`config.mk`:
```
export PLATFORM = sky130hd
export DESIGN_NAME = led_page_scheduler
export DESIGN_NICKNAME = d
export VERILOG_FILES = /design/src/rtl/led_page_scheduler_pkg.sv /design/src/rtl/led_page_scheduler_ring_search.sv /design/src/rtl/led_page_scheduler.sv
export SDC_FILE = /design/constraint.sdc
export NUM_CORES = 1
export LEC_CHECK = 0
export CAP_MARGIN = 5
export CORE_ASPECT_RATIO = 1.5
export CORE_MARGIN = 2
export CORE_UTILIZATION = 60
export DETAILED_ROUTE_END_ITERATION = 10
export PLACE_DENSITY = 0.84
export SYNTH_ARGS = -nofsm -noshare
export SYNTH_HDL_FRONTEND = slang
export SYNTH_SLANG_ARGS = --single-unit
```
`constraint.sdc`:
```
create_clock -name i_clk -period 12.3 [get_ports i_clk]
set_input_delay 2.46 -clock i_clk [delete_from_list [all_inputs] [get_ports i_clk]]
set_output_delay 2.46 -clock i_clk [all_outputs]
set_load 0.01 [all_outputs]
```
`src/rtl/led_page_scheduler_pkg.sv`:
```
// Shared constants, page index type and scheduler state encoding for the LED page scheduler.
// Latency: none (declarations only).
// Backpressure: not applicable.
package led_pkg;

    // Default geometry: 16 pages of 8 LEDs, 4-bit page indicator.
    localparam int PAGES        = 16;
    localparam int IDX_W        = 4;

    // Default auto-cycle dwell: 1 s at 50 MHz.
    localparam int DWELL_CYCLES = 50_000_000;
    localparam int DWELL_W      = 26;

    typedef logic [IDX_W-1:0] page_idx_t;

    // Search direction encoding for page_ring_search.
    localparam logic DIR_UP   = 1'b0;
    localparam logic DIR_DOWN = 1'b1;

    // Scheduler states with fixed encodings so debug taps stay stable.
    typedef enum logic [1:0] {
        EMPTY  = 2'd0,
        MANUAL = 2'd1,
        AUTO   = 2'd2,
        PAUSED = 2'd3
    } sched_state_t;

endpackage

```
`src/rtl/led_page_scheduler_ring_search.sv`:
```
// Finds the first enabled page after (up) or before (down) the current one, wrapping modulo PAGES.
// Latency: purely combinational.
// Backpressure: not applicable.
module page_ring_search
    import led_pkg::*;
#(
    parameter int N_PAGES = led_pkg::PAGES,
    parameter int N_IDX_W = led_pkg::IDX_W
) (
    input  logic [N_PAGES-1:0] i_mask,
    input  logic [N_IDX_W-1:0] i_cur,
    input  logic               i_dir,
    output logic               o_found,
    output logic [N_IDX_W-1:0] o_idx
);

    // Candidate k is the page at distance k+1 from the current one. The last
    // candidate (distance N_PAGES) wraps back onto i_cur itself, so a lone
    // enabled page finds itself.
    logic [N_IDX_W-1:0] w_cand [N_PAGES];
    logic [N_PAGES-1:0] w_rot;

    // Rotate the mask so that bit k is the enable of candidate k.
    always_comb begin
        for (int k = 0; k < N_PAGES; k++) begin
            if (i_dir == DIR_DOWN) begin
                w_cand[k] = i_cur - N_IDX_W'(k + 1);
            end else begin
                w_cand[k] = i_cur + N_IDX_W'(k + 1);
            end
            w_rot[k] = i_mask[w_cand[k]];
        end
    end

    // Priority-encode the rotated mask: the nearest enabled candidate wins.
    always_comb begin
        o_found = 1'b0;
        o_idx   = i_cur;
        for (int k = N_PAGES - 1; k >= 0; k--) begin
            if (w_rot[k]) begin
                o_found = 1'b1;
                o_idx   = w_cand[k];
            end
        end
    end

endmodule

```
`src/rtl/led_page_scheduler.sv`:
```
// Selects the displayed status page from button steps and a timed auto-cycle, skipping masked pages.
// Latency: a step or dwell expiry in cycle N updates o_page_idx / o_page_chg in cycle N+1.
// Backpressure: none; step pulses are consumed in the cycle they arrive, simultaneous up+down is dropped.
module led_page_scheduler
    import led_pkg::*;
#(
    parameter int PAGES        = led_pkg::PAGES,
    parameter int IDX_W        = led_pkg::IDX_W,
    parameter int DWELL_CYCLES = led_pkg::DWELL_CYCLES,
    parameter int DWELL_W      = led_pkg::DWELL_W
) (
    input  logic               i_clk,
    input  logic               i_rst,
    input  logic [PAGES-1:0]   i_page_en,
    input  logic               i_auto_en,
    input  logic               i_hold,
    input  logic               i_step_up,
    input  logic               i_step_down,
    output logic [IDX_W-1:0]   o_page_idx,
    output logic               o_page_valid,
    output logic               o_page_chg,
    output logic [DWELL_W-1:0] o_dwell_left
);

    localparam logic [DWELL_W-1:0] DWELL_LOAD = DWELL_W'(DWELL_CYCLES - 1);

    sched_state_t       r_state;
    sched_state_t       w_state_nxt;
    logic [IDX_W-1:0]   r_idx;
    logic [IDX_W-1:0]   w_idx_nxt;
    logic [DWELL_W-1:0] r_dwell;
    logic [DWELL_W-1:0] w_dwell_nxt;
    logic               r_chg;

    logic               w_any;
    logic               w_cur_off;
    logic               w_step_up;
    logic               w_step_dn;
    logic               w_expire;
    logic               w_auto_cur;
    logic               w_auto_nxt;
    logic               w_moved;

    logic               w_nxt_found;
    logic [IDX_W-1:0]   w_nxt_idx;
    logic               w_prv_found;
    logic [IDX_W-1:0]   w_prv_idx;

    page_ring_search #(
        .N_PAGES (PAGES),
        .N_IDX_W (IDX_W)
    ) u_search_next (
        .i_mask  (i_page_en),
        .i_cur   (r_idx),
        .i_dir   (DIR_UP),
        .o_found (w_nxt_found),
        .o_idx   (w_nxt_idx)
    );

    page_ring_search #(
        .N_PAGES (PAGES),
        .N_IDX_W (IDX_W)
    ) u_search_prev (
        .i_mask  (i_page_en),
        .i_cur   (r_idx),
        .i_dir   (DIR_DOWN),
        .o_found (w_prv_found),
        .o_idx   (w_prv_idx)
    );

    assign w_any      = |i_page_en;
    assign w_cur_off  = ~i_page_en[r_idx];
    // Opposing steps in the same cycle cancel out.
    assign w_step_up  = i_step_up & ~i_step_down;
    assign w_step_dn  = i_step_down & ~i_step_up;
    assign w_expire   = (r_state == AUTO) && (r_dwell == '0);
    assign w_auto_cur = (r_state == AUTO) || (r_state == PAUSED);
    assign w_auto_nxt = (w_state_nxt == AUTO) || (w_state_nxt == PAUSED);

    // Next state follows the current mask and mode levels directly.
    always_comb begin
        w_state_nxt = EMPTY;
        if (!w_any) begin
            w_state_nxt = EMPTY;
        end else if (!i_auto_en) begin
            w_state_nxt = MANUAL;
        end else if (i_hold) begin
            w_state_nxt = PAUSED;
        end else begin
            w_state_nxt = AUTO;
        end
    end

    // Page and dwell update, priority: empty mask, leave-empty, disabled-page fix-up, step, expiry.
    always_comb begin
        w_idx_nxt   = r_idx;
        w_dwell_nxt = r_dwell;
        w_moved     = 1'b0;
        if (!w_any) begin
            w_idx_nxt   = '0;
            w_dwell_nxt = '0;
        end else if (r_state == EMPTY) begin
            // r_idx is 0 here, so next(0) is the lowest enabled page when page 0 is off.
            if (!i_page_en[0] && w_nxt_found) begin
                w_idx_nxt = w_nxt_idx;
            end
            w_dwell_nxt = w_auto_nxt ? DWELL_LOAD : '0;
        end else begin
            if (w_cur_off && w_nxt_found) begin
                w_idx_nxt = w_nxt_idx;
                w_moved   = 1'b1;
            end else if (w_step_up && w_nxt_found) begin
                w_idx_nxt = w_nxt_idx;
                w_moved   = 1'b1;
            end else if (w_step_dn && w_prv_found) begin
                w_idx_nxt = w_prv_idx;
                w_moved   = 1'b1;
            end else if (w_expire && w_nxt_found) begin
                w_idx_nxt = w_nxt_idx;
                w_moved   = 1'b1;
            end

            // Dwell is parked at 0 in manual mode, restarts on entry or any page move,
            // counts only while staying in AUTO, and is frozen otherwise (paused or resuming).
            if (!w_auto_nxt) begin
                w_dwell_nxt = '0;
            end else if (!w_auto_cur || w_moved) begin
                w_dwell_nxt = DWELL_LOAD;
            end else if ((r_state == AUTO) && (w_state_nxt == AUTO)) begin
                w_dwell_nxt = r_dwell - DWELL_W'(1);
            end
        end
    end

    // State registers; the change strobe fires only when the index really moves.
    always_ff @(posedge i_clk) begin
        if (i_rst) begin
            r_state <= EMPTY;
            r_idx   <= '0;
            r_dwell <= '0;
            r_chg   <= 1'b0;
        end else begin
            r_state <= w_state_nxt;
            r_idx   <= w_idx_nxt;
            r_dwell <= w_dwell_nxt;
            r_chg   <= (w_idx_nxt != r_idx);
        end
    end

    assign o_page_idx   = r_idx;
    assign o_page_valid = w_any;
    assign o_page_chg   = r_chg;
    assign o_dwell_left = r_dwell;

endmodule

```
# Word level (Yosys, flattened, before mapping)
# Cells that the tools add are included.
dict set report classes {
  n_lt_le_gt_ge 31
  n_bitwise 6
  reduce_logical 16
  muxes 144
  add_sub_neg 31
  eq_ne 6
}
# operator n
set ops {}
lappend ops {{$lt 4x5->1 const B} 31}
lappend ops {{$mux 4} 37}
lappend ops {{$mux 26} 5}
lappend ops {{$bmux 1 s4} 31}
lappend ops {{$mux 1} 69}
lappend ops {{$add 4x4->4 const B} 8}
lappend ops {{$sub 4x4->4 const B} 8}
lappend ops {{$logic_not 26->1} 1}
lappend ops {{$sub 26x1->26 const B} 1}
lappend ops {{$add 4x3->4 const B} 4}
lappend ops {{$reduce_or 16->1} 1}
lappend ops {{$sub 4x3->4 const B} 4}
lappend ops {{$add 4x2->4 const B} 2}
lappend ops {{$eq 2x2->1 const B} 4}
lappend ops {{$sub 4x2->4 const B} 2}
lappend ops {{$logic_and 1x1->1} 7}
lappend ops {{$add 4x1->4 const B} 1}
lappend ops {{$mux 2} 2}
lappend ops {{$ne 4x1->1 const B} 1}
lappend ops {{$ne 4x4->1} 1}
lappend ops {{$not 1->1} 4}
lappend ops {{$sub 4x1->4 const B} 1}
lappend ops {{$logic_or 1x1->1} 3}
lappend ops {{$and 1x1->1} 2}
lappend ops {{3 further kinds} 4}
dict set report word_totals {
  inputBits 22
  output_inout_bits 32
  register_bits 33
  word_cells 238
}

# Longest topological paths before layout
# Gate-level depths: netlist of run 1.
dict set report depth {
  word_depth 29
  depth_mapped 18
  ltp_nobuf 13
}

# By module
# From an unflattened synthesis of run 1, not the netlist that was laid out.
dict set report unflattened {
  hier_cells 801
  hier_area_um2 6348.6
}
# module area_per_inst_um2 cells_each seq_area_each_um2 n_inst
set by_module_without_submodules {}
lappend by_module_without_submodules {page_ring_search 2025.7 248 0.0 2}
lappend by_module_without_submodules {led_page_scheduler 2297.2 305 660.6 1}

# Worst setup path after synthesis of run 1
# No wires, ideal clock.
dict set report synth_timing {
  kind {in2out}
  from {in i_page_en[10]}
  to {out o_page_valid}
  required_ps 9840
  cell_stages 5
  n_path_buf 2
  path_slack_ps 6357
  arrival_time_ps 3483
  cell_sequence {nor4_1 > and4_1 > clkbuf_1 > clkbuf_1 > inv_1}
}
dict set report synth_between {
  elab_chain_cells 1
}
# item line_no
set synth_lines {}
lappend synth_lines {{start: declaration} led_page_scheduler.sv:14} ;# input logic [PAGES-1:0] i_page_en,
lappend synth_lines {{$reduce_or 16->1} led_page_scheduler.sv:71} ;# assign w_any = |i_page_en;
lappend synth_lines {{end: declaration} led_page_scheduler.sv:20} ;# output logic o_page_valid,
# Every way passes these cells.

# Worst setup path in the final report of run 1
dict set report layout_timing {
  from {in i_page_en[0]}
  to {out o_page_valid}
}
# The elaborated chain is that of the path after synthesis.

==> results of run 1 <==
## cell usage in the layout (no fill, tap or decap), types with 6 or more instances in the layout
| cell | count |
|---|---|
| sky130_fd_sc_hd__o21ai_0 | 28 |
| sky130_fd_sc_hd__xnor2_1 | 24 |
| sky130_fd_sc_hd__nand2_1 | 47 |
| sky130_fd_sc_hd__mux4_2 | 14 |
| sky130_fd_sc_hd__a21oi_1 | 43 |
| sky130_fd_sc_hd__dfxtp_1 | 33 |
| sky130_fd_sc_hd__o211ai_1 | 6 |
| sky130_fd_sc_hd__xor2_1 | 6 |
| sky130_fd_sc_hd__a211oi_1 | 6 |
| sky130_fd_sc_hd__o31ai_1 | 8 |
| sky130_fd_sc_hd__o22ai_1 | 12 |
| sky130_fd_sc_hd__mux2i_1 | 33 |
| sky130_fd_sc_hd__nand3_1 | 26 |
| sky130_fd_sc_hd__nor2_1 | 62 |
| sky130_fd_sc_hd__clkdlybuf4s50_1 | 53 |
| sky130_fd_sc_hd__or3_1 | 7 |
| sky130_fd_sc_hd__and3_1 | 9 |
| sky130_fd_sc_hd__a211o_1 | 9 |
| sky130_fd_sc_hd__mux2_2 | 13 |
| sky130_fd_sc_hd__nand4_1 | 9 |
| sky130_fd_sc_hd__a31oi_1 | 9 |
| sky130_fd_sc_hd__nand2b_1 | 6 |
| sky130_fd_sc_hd__inv_1 | 12 |
| sky130_fd_sc_hd__a311oi_1 | 7 |
| sky130_fd_sc_hd__nor3_1 | 27 |
| sky130_fd_sc_hd__nor4_1 | 17 |
| sky130_fd_sc_hd__ha_1 | 8 |
## worst min-delay path by stage
stage	cells past startpoint	to	startpoint	slack, ns
floorplan	2	o_dwell_left[3]$_SDFFE_PP0P_	o_dwell_left[3]$_SDFFE_PP0P_	0.53
global placement	2	o_dwell_left[23]$_SDFFE_PP0P_	o_dwell_left[23]$_SDFFE_PP0P_	0.52
detailed placement	2	o_dwell_left[3]$_SDFFE_PP0P_	o_dwell_left[3]$_SDFFE_PP0P_	0.52
CTS	2	o_dwell_left[22]$_SDFFE_PP0P_	o_dwell_left[22]$_SDFFE_PP0P_	0.54
global route	2	o_dwell_left[22]$_SDFFE_PP0P_	o_dwell_left[22]$_SDFFE_PP0P_	0.57
finish	2	o_dwell_left[22]$_SDFFE_PP0P_	o_dwell_left[22]$_SDFFE_PP0P_	0.54
## cell families (layout without fill, tap and decap cells)
logic type | after synthesis | after routing | share of synthesized area, %
simple gates | 248 | 248 | 25.9
compound gates | 181 | 181 | 25.9
mux | 69 | 69 | 19.2
buf+inv | 52 | 82 | 7.67
flops | 33 | 33 | 13.4
xor+xnor | 31 | 31 | 5.89
fa+ha+maj | 8 | 8 | 2.03
## per-stage QoR
step / util (%) / setup slack (ns)
CTS: 68.3 / 5.18
floorplan: - / 6.36
detailed placement: 66.3 / 5.20
finish: 68.3 / 5.14
global route: 68.3 / 4.97
global placement: 66.3 / 5.23
## routing by layer
metal  track usage, %  up-vias  routed length [um]  part of all wire (%)
li1                 -     2491                   -                     -
met1             41.9     2596                6090                    35
met2             71.7      396                8840                    51
met3             4.55       86                1370                   7.9
met4             22.9        0                1090                   6.2
met5                0        -                   0                     0
## cell type report
class | instances | area, um^2 | area share, %
Tap cell | 105 | 131 | 2.40
Clock buffer | 7 | 153 | 2.79
Multi-Input combinational cell | 537 | 3890 | 71.1
Inverter | 16 | 65.1 | 1.19
Sequential cell | 33 | 661 | 12.1
Clock inverter | 1 | 5.00 | 0.0915
Timing Repair Buffer | 58 | 568 | 10.4
## worst reg2reg max path: cells and delay by family (launching register included)
kind / cells / cell delay (ns)
flops: 1 / 0.49
fa+ha+maj: 1 / 0.87
simple gates: 4 / 1.24
compound gates: 3 / 0.75
mux: 3 / 1.57
buf+inv: 2 / 0.63
## power groups by stage
stage	sequential, mW	combinational (mW)	clock [mW]
6_report	0.130	1.60	0.134
5_1_grt	0.131	1.70	0.138
4_1_cts	0.130	1.53	0.134
3_5_place_dp	0.131	1.53	0
3_3_place_gp	0.131	1.51	0
2_1_floorplan	0.137	1.20	0
## registers in the layout (all words and copies together), names as in the netlist
register and cells:
o_page_chg 1, r_state 2, o_dwell_left 26, o_page_idx 4
==> impl_metrics.yaml, run 1 <==
status:
  run_status: "finished clean"
synth:
  area_of_the_mapped_netlist_um2: 4920
  number_of_distinct_standard_cells_referenced_by_the_synthesized_netlist: 89
  syn_inst: 622
  synth_seq_area_share_pct: 13.4
  yosys.area.top_type_share_pct: 13.4
  synth_edf_count: 0
  synthTopCellsByArea: "sky130_fd_sc_hd__dfxtp_1 13%, sky130_fd_sc_hd__mux2i_1 6.7%, sky130_fd_sc_hd__mux4_2 6.4%, sky130_fd_sc_hd__nor2_1 4.7%, sky130_fd_sc_hd__a21oi_1 4.4%"
  ys_ff_latch: 33
  synthesis.area_per_instance_um2: 7.92
  syn-num-nets: 652
  yosys_warnings: 0
  primary_ff_master_synth: "sky130_fd_sc_hd__dfxtp_1"
  async_s_r_ff_share_synth_pct: 0
  post-synth-top-area-cell: "sky130_fd_sc_hd__dfxtp_1"
  synth.most_common_cell: "sky130_fd_sc_hd__nor2_1"
  post_synth_most_frequent_cells: "62 x sky130_fd_sc_hd__nor2_1, 47 x sky130_fd_sc_hd__nand2_1, 43 x sky130_fd_sc_hd__a21oi_1"
cts:
  clockBufferDepth: 2
  clk_root_buffer_cell: "sky130_fd_sc_hd__clkbuf_16"
  clock_latency_ns: 0.29
  cts.repair_timing.setup_buffer_count: 0
  hold_buffers: 0
  cts_tree: "done"
  cts_htree_levels: 2
  post_cts.resized_instances: 0
  clkSinkCount: 33
  worst_setup_hold_path_clk_slew_ns: 0.05
  cts-buffers-inserted: 5
cells_and_area:
  antennaDiodeCount: 0
  final_cell_area_um2: 5470
  fill_cells: 686
  drive_above_1_share_pct: 10.6
  layout_nets: 681
  syn2layout_area_growth_pct: 11.1
  instances_no_fill: 757
timing:
  finalSetupViolations: 0
  clock_skew_ns: 0.00498
  setup_repair_after_global_routing_missed_its_margin: "no"
  hold_slack_ns: 0.536
  final_period_utilization_pct: 58.2
  worst_slew_pin_slew_ns: 1.22
  total_count_of_max_transition_violations_in_the_final_report: 0
  report.final.hold_viol_count: 0
  timing.setup.tns_ns: 0
  timing.slew.headroom_pct: 16.6
  fmax_mhz: 140
  final_critical_period_ns: 7.16
drt:
  drt_iter0_markers: 800
  detail_route.first_pass.iterations: 9
  num_vias: 5569
  routed_wirelength_um: 17400
  avgRoutedWirePerCell_um: 23.0
  route.antenna.remaining_nets: 0
  drt_drc_violations_left: 0
  drt-vias-per-instance: 7.36
global_route:
  first_global_vias: 5305
  antenna_found_initial: 0
  grt_start_max_net_pins: 40
  grtUsageTotal_pct: 38.7
  global_route_wire_length_before_repair_um: 27500
  grt_overflow_total: 0
power_and_ir_drop:
  power.combinational.fraction_pct: 85.8
  peak_supply_drop_uv: 207
  clock_power_share_pct: 7.2
  p_int_uw: 782
  finalPower_mw: 1.87
  p_per_area_nw_per_um2: 341
  netSwitchingFraction_pct: 58.1
  power_frac_seq_pct: 7.0
  p_leak_nw: 1.98
  switchingPower_mw: 1.08
die:
  top_level_ports: 54
  floorplan.core_area_um2: 8010
  initial_core_util_pct: 61.5
  fp.dieW_um: 78.0
  num_rows: 40
  die-area_um2: 8960
  die_y_um: 115
worst_setup_path:
  timing.critical_path.slowest_cell_delay_ns: 0.65
  critical_path.slowest_cell: "sky130_fd_sc_hd__clkdlybuf4s50_1"
  worst_ep_required_time_ns: 9.84
  crit_path_start: "i_page_en[0]"
  timing.critical_path.from_type: "primary input"
  number_of_buffers_and_inverters_on_the_critical_path: 3
  critical-path-top-cell-by-count: "sky130_fd_sc_hd__clkdlybuf4s50_1"
  timing.critical_path.to: "o_page_valid"
  worstPathCellList: "clkdlybuf4s50_1 -> nor4_1 -> and4_1 -> inv_1 -> clkdlybuf4s50_1"
  timing.critical_path.to_type: "output pin"
  critical_path_s_top_delay_family: "buffers and inverters"
  critPathMaxFanout: 15
  critical_path_arrival_ns: 4.70
  worstSetupPathType: "in2out"
  cp_num_cells: 5
  r2r_end: "o_page_chg$_SDFF_PP0_"
  ff2ff_setup_slack_ns: 6.63
  timing.rr.start: "o_page_idx[0]$_SDFF_PP0_"
  r2r.worst_path.cells: 13
min_path:
  holdCritPathClass: "reg2reg"
place:
  gp_congestion: 1.02
  numPortBuffers: 53
  dp.cells: 749
  dp_hpwl_um: 12800
  dpl_cell_area_um2: 5310
run:
  cap_violations: 0
Note: power is estimated with default switching activity, not from simulation.
==> run 2, diff against run 1 <==
CORE_UTILIZATION = 59   (was 60)
PLACE_DENSITY = 0.83   (was 0.84)
clock period = 7 ns   (was 12.3 ns; I/O delays follow)
==> impl_metrics.yaml, run 2 (synthesis gave the netlist of run 1 again) <==
timing:
  timing.slew.headroom_pct: 47.5
  clock_skew_ns: 0.00426
  finalSetupViolations: 0
  setup_repair_after_global_routing_missed_its_margin: "no"
  report.final.hold_viol_count: 0
  fmax_mhz: 186
  final_critical_path_setup_slack_ns: 1.63
  final_period_utilization_pct: 76.8
  timing.setup.tns_ns: 0
  final_critical_period_ns: 5.37
  worst_slew_pin_slew_ns: 0.782
  total_count_of_max_transition_violations_in_the_final_report: 0
worst_setup_path:
  worstSetupPathType: "in2reg"
  number_of_buffers_and_inverters_on_the_critical_path: 1
  critPathMaxFanout: 14
  critical_path_s_top_delay_family: "compound AO/OA/AOI/OAI gates"
  critical_path_arrival_ns: 5.53
  timing.critical_path.to_type: "flip-flop"
  worst_ep_required_time_ns: 7.16
  critical_path.slowest_cell: "sky130_fd_sc_hd__clkdlybuf4s50_1"
  timing.critical_path.from_type: "primary input"
  worstPathCellList: "clkdlybuf4s50_1 -> mux4_1 -> mux2i_1 -> nor2_1 -> a311oi_1 -> nor3_1 -> o41ai_1 -> o221ai_1 -> o2111a_1 -> nor4_1 -> and4b_1 -> a31oi_1"
  timing.critical_path.slowest_cell_delay_ns: 0.67
  ff2ff_setup_slack_ns: 2.15
status:
  run_status: "finished clean"
cts:
  cts-buffers-inserted: 5
  cts_tree: "done"
  cts_htree_levels: 2
  cts.repair_timing.setup_buffer_count: 0
  hold_buffers: 0
  worst_setup_hold_path_clk_slew_ns: 0.05
  clkSinkCount: 33
  clock_latency_ns: 0.28
  clockBufferDepth: 2
  post_cts.resized_instances: 0
  clk_root_buffer_cell: "sky130_fd_sc_hd__clkbuf_16"
place:
  dp_slack_ns: 1.59
  dp_hpwl_um: 13700
  numPortBuffers: 53
  gp_congestion: 1.04
power_and_ir_drop:
  power.combinational.fraction_pct: 86.7
  p_leak_nw: 1.99
  clock_power_share_pct: 6.5
  peak_supply_drop_uv: 443
  switchingPower_mw: 1.97
  power_frac_seq_pct: 6.8
  netSwitchingFraction_pct: 58.7
  finalPower_mw: 3.36
  p_per_area_nw_per_um2: 612
  p_int_mw: 1.39
cells_and_area:
  utilization_pct: 68.1
  layout_nets: 685
  layout_common_cells: "62 x sky130_fd_sc_hd__nor2_1, 53 x sky130_fd_sc_hd__clkdlybuf4s50_1, 47 x sky130_fd_sc_hd__nand2_1"
  largest_register_ffs: 26
  mostFrequentLayoutCell: "sky130_fd_sc_hd__nor2_1"
  drive_above_1_share_pct: 10.8
  antennaDiodeCount: 0
  syn2layout_area_growth_pct: 11.4
drt:
  drt_drc_violations_left: 0
  num_vias: 5568
  drt_iter0_markers: 565
  avgRoutedWirePerCell_um: 24.5
  routed_wirelength_um: 18600
  route.antenna.remaining_nets: 0
  detail_route.first_pass.iterations: 5
  drt-vias-per-instance: 7.33
die:
  fp.dieW_um: 78.6
  num_rows: 40
  initial_core_util_pct: 61.1
  die_y_um: 116
  die-area_um2: 9110
  floorplan.core_area_um2: 8060
  top_level_ports: 54
global_route:
  grt_overflow_total: 0
  grtUsageTotal_pct: 41.6
  antenna_found_initial: 0
  first_global_vias: 5520
  global_route_wire_length_before_repair_um: 29400
  grt_start_max_net_pins: 40
min_path:
  holdCritPathClass: "reg2reg"
run:
  cap_violations: 0
-- run 2: tightest hold or removal path, delay by kind of cell (launching register included) --
| family | cells | cell delay (ns) |
|---|---|---|
| DFF | 1 | 0.34 |
| AOI/OAI and AO/OA | 2 | 0.14 |
-- run 2: worst paths after layout --
check	startpoint	endpoint	cells past startpoint
max	i_page_en[0]	o_page_chg$_SDFF_PP0_	12
min	o_dwell_left[23]$_SDFFE_PP0P_	o_dwell_left[23]$_SDFFE_PP0P_	2
max reg2reg	o_page_idx[1]$_SDFF_PP0_	o_page_chg$_SDFF_PP0_	13
min reg2reg	o_dwell_left[23]$_SDFFE_PP0P_	o_dwell_left[23]$_SDFFE_PP0P_	2
-- run 2: through the flow --
step	area [um^2]	instances	hold slack [ns]
final	5480	760	0.534
after global routing	5480	760	0.560
after CTS	5480	760	0.532
after detailed placement	5340	753	0.523
after global placement	5340	753	0.517
after floorplan	4920	622	0.533
-- run 2: layout make-up --
| cell class | instances | area [um^2] |
|---|---|---|
| Tap cell | 105 | 131 |
| Inverter | 16 | 65.1 |
| Sequential cell | 33 | 661 |
| Multi-Input combinational cell | 537 | 3890 |
| Timing Repair Buffer | 62 | 598 |
| Fill cell | 635 | 2570 |
| Clock buffer | 7 | 143 |
-- run 2: metal layers --
metal  routed length (um)  vias to the layer above  global-route usage, %
li1                     -                     2503                      -
met1                 6460                     2613                   43.8
met2                 9500                      355                   74.9
met3                 1310                       97                   5.61
met4                 1370                        0                   31.2
met5                    0                        -                      0
-- run 2: power by group through the flow --
stage	clock network, mW	logic, mW	registers, mW
2_1_floorplan	0	2.12	0.240
3_3_place_gp	0	2.76	0.228
3_5_place_dp	0	2.77	0.229
4_1_cts	0.219	2.79	0.226
5_1_grt	0.225	3.08	0.228
6_report	0.219	2.91	0.227
